## config.mk

```make
export PLATFORM = sky130hd
export DESIGN_NAME = lifo_stack_mc
export DESIGN_NICKNAME = d
export VERILOG_FILES = /design/src/rtl/lifo_pkg.sv /design/src/rtl/lifo_sp_ctrl.sv /design/src/rtl/lifo_stack_mc.sv
export SDC_FILE = /design/constraint.sdc
export NUM_CORES = 1
export LEC_CHECK = 0
export CAP_MARGIN = 5
export CORE_AREA = 2 2 84 86
export DETAILED_ROUTE_END_ITERATION = 6
export DIE_AREA = 0 0 86 88
export PLACE_DENSITY = 0.86
export SLEW_MARGIN = 20
export SYNTH_ARGS = -nofsm -noshare
export SYNTH_HDL_FRONTEND = slang
export SYNTH_HIERARCHICAL = 1
export SYNTH_SLANG_ARGS = --single-unit
```

## constraint.sdc

```tcl
create_clock -name w_clk -period 2.7 [get_ports w_clk]
set_input_delay 0.405 -clock w_clk [delete_from_list [all_inputs] [get_ports w_clk]]
set_output_delay 0.405 -clock w_clk [all_outputs]
set_load 0.03 [all_outputs]
```

## src/rtl/lifo_pkg.sv

```systemverilog
// Shared types and sizing helpers for the multi-channel LIFO stack.
package lifo_pkg;

    typedef enum logic [1:0] {
        OP_IDLE = 2'b00,
        OP_POP  = 2'b01,
        OP_PUSH = 2'b10,
        OP_SWAP = 2'b11
    } lifo_op_t;

    function automatic int clog2_min1(input int n);
        return (n <= 2) ? 1 : $clog2(n);
    endfunction

    function automatic int cnt_w(input int depth);
        return $clog2(depth + 1);
    endfunction

    function automatic lifo_op_t decode_op(input logic push, input logic pop);
        return lifo_op_t'({push, pop});
    endfunction

endpackage

```

## src/rtl/lifo_sp_ctrl.sv

```systemverilog
// Per-channel stack pointer: tracks fill level and turns the decoded op into
// storage strobes and error indications for the selected channel.
module lifo_sp_ctrl
    import lifo_pkg::*;
#(
    parameter int STACK_SIZE = 4,
    parameter int CNT_W      = 3
) (
    input  logic             w_clk,
    input  logic             reset,
    input  logic             en,
    input  lifo_op_t         op,
    output logic [CNT_W-1:0] sp,
    output logic             full,
    output logic             empty,
    output logic             do_write,
    output logic             do_read,
    output logic             do_bypass,
    output logic             ovf,
    output logic             unf
);

    logic [CNT_W-1:0] sp_nxt;

    assign full  = (sp == CNT_W'(STACK_SIZE));
    assign empty = (sp == '0);

    always_comb begin
        sp_nxt    = sp;
        do_write  = 1'b0;
        do_read   = 1'b0;
        do_bypass = 1'b0;
        ovf       = 1'b0;
        unf       = 1'b0;
        if (en) begin
            case (op)
                OP_PUSH: begin
                    if (full) begin
                        ovf = 1'b1;
                    end else begin
                        do_write = 1'b1;
                        sp_nxt   = sp + 1'b1;
                    end
                end
                OP_POP: begin
                    if (empty) begin
                        unf = 1'b1;
                    end else begin
                        do_read = 1'b1;
                        sp_nxt  = sp - 1'b1;
                    end
                end
                // Swap replaces the top in place; on an empty stack the word passes straight through.
                OP_SWAP: begin
                    if (empty) begin
                        do_bypass = 1'b1;
                    end else begin
                        do_read  = 1'b1;
                        do_write = 1'b1;
                    end
                end
                default: ;
            endcase
        end
    end

    always_ff @(posedge w_clk) begin
        if (reset) begin
            sp <= '0;
        end else begin
            sp <= sp_nxt;
        end
    end

endmodule

```

## src/rtl/lifo_stack_mc.sv

```systemverilog
// Multi-channel pointer-based LIFO with swap, per-channel flags and error pulses.
// Optional LIFO_PEEK_EN adds a combinational peek_data output of the selected top.
module lifo_stack_mc
    import lifo_pkg::*;
#(
    parameter int DATA_WIDTH = 8,
    parameter int STACK_SIZE = 4,
    parameter int NUM_CH     = 2,
    localparam int CH_W      = clog2_min1(NUM_CH),
    localparam int CNT_W     = cnt_w(STACK_SIZE)
) (
    input  logic                  w_clk,
    input  logic                  reset,
    input  logic                  push,
    input  logic                  pop,
    input  logic [CH_W-1:0]       ch_sel,
    input  logic [DATA_WIDTH-1:0] write_data,
    output logic [DATA_WIDTH-1:0] read_data,
    output logic                  read_valid,
    output logic [NUM_CH-1:0]     full,
    output logic [NUM_CH-1:0]     empty,
    output logic [CNT_W-1:0]      count,
    output logic                  overflow,
    output logic                  underflow
`ifdef LIFO_PEEK_EN
    ,
    output logic [DATA_WIDTH-1:0] peek_data
`endif
);

    localparam int ADDR_W = clog2_min1(STACK_SIZE);

    lifo_op_t              op;
    logic [DATA_WIDTH-1:0] mem      [NUM_CH][STACK_SIZE];
    logic [CNT_W-1:0]      sp       [NUM_CH];
    logic [ADDR_W-1:0]     top_addr [NUM_CH];
    logic [ADDR_W-1:0]     wr_addr  [NUM_CH];
    logic [NUM_CH-1:0]     do_write;
    logic [NUM_CH-1:0]     do_read;
    logic [NUM_CH-1:0]     do_bypass;
    logic [NUM_CH-1:0]     ovf;
    logic [NUM_CH-1:0]     unf;
    logic [DATA_WIDTH-1:0] rd_word;

    assign op = decode_op(push, pop);

    for (genvar c = 0; c < NUM_CH; c++) begin : g_ch
        lifo_sp_ctrl #(
            .STACK_SIZE (STACK_SIZE),
            .CNT_W      (CNT_W)
        ) u_sp_ctrl (
            .w_clk     (w_clk),
            .reset     (reset),
            .en        (ch_sel == CH_W'(c)),
            .op        (op),
            .sp        (sp[c]),
            .full      (full[c]),
            .empty     (empty[c]),
            .do_write  (do_write[c]),
            .do_read   (do_read[c]),
            .do_bypass (do_bypass[c]),
            .ovf       (ovf[c]),
            .unf       (unf[c])
        );

        assign top_addr[c] = ADDR_W'(sp[c] - 1'b1);
        assign wr_addr[c]  = (op == OP_SWAP) ? top_addr[c] : ADDR_W'(sp[c]);
    end

    // Storage is deliberately left out of reset; validity lives in the pointers.
    always_ff @(posedge w_clk) begin
        for (int c = 0; c < NUM_CH; c++) begin
            if (do_write[c]) begin
                mem[c][wr_addr[c]] <= write_data;
            end
        end
    end

    always_comb begin
        rd_word = '0;
        for (int c = 0; c < NUM_CH; c++) begin
            if (do_read[c]) begin
                rd_word = mem[c][top_addr[c]];
            end
        end
    end

    always_ff @(posedge w_clk) begin
        if (reset) begin
            read_data  <= '0;
            read_valid <= 1'b0;
            overflow   <= 1'b0;
            underflow  <= 1'b0;
        end else begin
            read_valid <= |do_read | |do_bypass;
            overflow   <= |ovf;
            underflow  <= |unf;
            if (|do_read) begin
                read_data <= rd_word;
            end else if (|do_bypass) begin
                read_data <= write_data;
            end
        end
    end

    // An out-of-range ch_sel matches no channel, so count falls back to zero.
    always_comb begin
        count = '0;
        for (int c = 0; c < NUM_CH; c++) begin
            if (ch_sel == CH_W'(c)) begin
                count = sp[c];
            end
        end
    end

`ifdef LIFO_PEEK_EN
    always_comb begin
        peek_data = '0;
        for (int c = 0; c < NUM_CH; c++) begin
            if (ch_sel == CH_W'(c) && !empty[c]) begin
                peek_data = mem[c][top_addr[c]];
            end
        end
    end
`endif

endmodule

```

==> qor.csv <==
stage;metric;value;unit
status;status;complete, no violations;
clock_tree;cts_sinks;81;
detailed_routing;wl_per_cell;17.9;um
yosys;yosysTopAreaCell;edfxtp_1;
place;placed_cells;355;
sta;hold_viol;0;
yosys;yosys_warnings;6;
critical_path;rr_worst_depth;5;
clock_tree;cts_made_buffers;9;
clock_tree;root_buffer;clkbuf_8;
clock_tree;htreeDepth;3;
grt;grt_overflow_total;0;
critical_path;worst-setup-path-type;in2out;
grt;track_usage;18.9;%
critical_path;required;2.30;ns
critical_path;worstReg2RegEnd;read_data[1];
clock_tree;clk_latency;0.36;ns
clock_tree;ctsResizeCount;0;
sta;setup_viol;0;
place;gp_congestion;0.782;
yosys;synth_cell_types;40;
hold_path;holdPathStages;2;
grt;grt_pass1_vias;2095;
clock_tree;cts_buffer_depth;2;
grt;grt_max_degree;18;
sta;fin_skew;0.0146;ns
critical_path;path_max_fanout;10;
layout;syn2layout_area_growth;16.1;%
critical_path;reg2reg_setup_slack;0.56;ns
detailed_routing;vias;2131;
sta;grt_setup_unrepaired;no;
detailed_routing;wirelength;6.63;mm
critical_path;worstPathArrival;2.09;ns
floorplanning;die_x;86;um
critical_path;crit-reg2reg-launch;g_ch[1].u_sp_ctrl/sp[0];
yosys;syn_inst;245;
sta;timing.slew.headroom;59.3;%
yosys;netlist.area_leader.share;53.6;%
yosys;ys_seq_elements;81;
sta;slew_viol_final;0;
flow_run;drv_cap;0;
hold_path;hp-class;reg2reg;
critical_path;path_cells;clkdlybuf4s50_1 -> mux2_2 -> clkdlybuf4s50_1;
yosys;yosysSeqAreaShare;63.1;%
floorplanning;core_area;0.00664;mm^2
hold_path;min_from;read_data[7];
place;io_buffer_count;30;
critical_path;slowest_delay;0.67;ns
detailed_routing;via_per_inst;5.74;
detailed_routing;detail-route-antenna-nets;0;
yosys;netlist_area;0.00358;mm^2
floorplanning;die_area;0.00757;mm^2
layout;mostFrequentLayoutCell;edfxtp_1;
floorplanning;ios;31;
yosys;synth_fp_nets;260;
pwr;max-vdd-ir-drop;0.368;mV
clock_tree;clkSlewWorstSetupHoldPaths;0.08;ns
layout;nNetsFinal;301;
clock_tree;ctsHoldBuffers;0;
sta;tightest_slew;0.608;ns
clock_tree;cts_setup_buffers;0;
hold_path;min_to;read_data[7];
clock_tree;cts_tree;done;
layout;final_cell_area;0.00416;mm^2
detailed_routing;first_pass_iters;4;
yosys;synth.area.top_cells;edfxtp_1, dfxtp_1, mux2_2, nand2_1, mux4_1;
grt;grt_pass1_wl;10.6;mm
place;post_dp_cell_area;0.00399;mm^2
sta;fmax;402;MHz
sta;post-route-period-util;92.2;%
floorplanning;initial_core_util;53.9;%
pwr;cellLeakagePower;1.38;nW
floorplanning;die_h;88;um
floorplanning;row_count;30;
sta;fin_ws;0.209;ns
layout;antenna-diode-count;0;
pwr;power_density;628;mW/mm^2
critical_path;crit_path_end_kind;primary output;
layout;drive_above_1_share;18.9;%
place;place.detailed.hpwl;4.58;mm
detailed_routing;drc;0;
sta;setup_tns;0;ns
grt;antenna_found_initial;0;
critical_path;path_common_cell;clkdlybuf4s50_1;
sta;period_minus_slack;2.49;ns
critical_path;worst_path_max_delay_cell;clkdlybuf4s50_1;
detailed_routing;detailedRoute.firstIterationViolations;119;
yosys;synth_area_per_cell;14.6;um^2
layout;final_cells;371;
critical_path;startpoint_type;primary input;
layout;layout_common_cells;edfxtp_1, clkdlybuf4s50_1, nand2_1, mux2_2, dfxtp_1;
place;place_ws;0.160;ns
## critical path: cells and delay by family
family / cells / cell delay [ns]
buffers and inverters: 2 / 1.29
muxes: 1 / 0.39
## cells by family after synthesis
group | synth area share [%]
adder cells (fa/ha/maj) | 1.12
XOR/XNOR | 2.44
AND/OR/NAND/NOR | 10.6
buffers and inverters | 2.44
multiplexers | 11.4
flip-flops | 63.1
AO/OA/AOI/OAI | 8.87
## sequential cells by signal (all words and copies together) (netlist names)
| name | cells |
|---|---|
| mem | 64 |
| read_valid | 1 |
| underflow | 1 |
| read_data | 8 |
| g_ch.u_sp_ctrl/sp | 6 |
| overflow | 1 |
## cell usage after synthesis (all sizes together)
library cell  number
and4b              4
o21a               2
or2                2
nor3               4
edfxtp            64
o311a              2
o21ai             10
and3b              2
and2               1
mux2              19
xnor2              6
dfxtp             17
and4               2
nand2             29
xor2               4
nand3b             2
a41oi              8
o21bai             8
inv                5
or3                2
a21oi              5
o311ai             2
and3               6
or4                1
or2b               2
nor2              10
nor2b              2
buf                8
a21boi             2
fa                 2
mux4               8
clkbuf             2
nand4b             2
## worst max path at each step
stage	from	to	slack, ns	cells past startpoint
3_3_place_gp	pop	mem[0][10]	0.24	5
2_1_floorplan	g_ch[1].u_sp_ctrl/sp[0]	read_data[1]	0.30	6
5_1_grt	ch_sel	count[1]	0.19	3
6_report	ch_sel	count[1]	0.21	3
3_5_place_dp	pop	mem[0][10]	0.16	5
4_1_cts	ch_sel	count[1]	0.21	3
## power by group
part           switching [mW]  internal [mW]  total [mW]
Combinational           0.232          0.179       0.411
Sequential             0.0288           1.40        1.42
Clock                   0.441          0.335       0.776
## stage by stage
step / util, % / hold slack, ns / power, mW
global route: 62.6 / 0.560 / 2.71
finish: 62.6 / 0.535 / 2.61
CTS: 62.6 / 0.533 / 2.63
global placement: 60.1 / 0.522 / 1.85
floorplan: - / 0.474 / 1.71
detailed placement: 60.1 / 0.522 / 1.86
## layer usage
| metal | global-route usage, % | part of all wire (%) | up-vias |
|---|---|---|---|
| li1 | - | - | 1022 |
| met3 | 3.96 | 3.6 | 10 |
| met2 | 29.5 | 49 | 38 |
| met4 | 10.4 | 1.9 | 0 |
| met1 | 24.9 | 46 | 1061 |
| met5 | 0 | 0 | - |
## area by class of cell
type / count / area [um^2]
inverters: 5 / 18.8
multi-input cells: 149 / 1230
repair buffers: 40 / 375
flip-flops and latches: 81 / 2260
fillers: 466 / 2480
clock inverters: 6 / 42.5
well taps: 80 / 100
clock buffers: 10 / 128
Power figures use the tool's default switching activity.
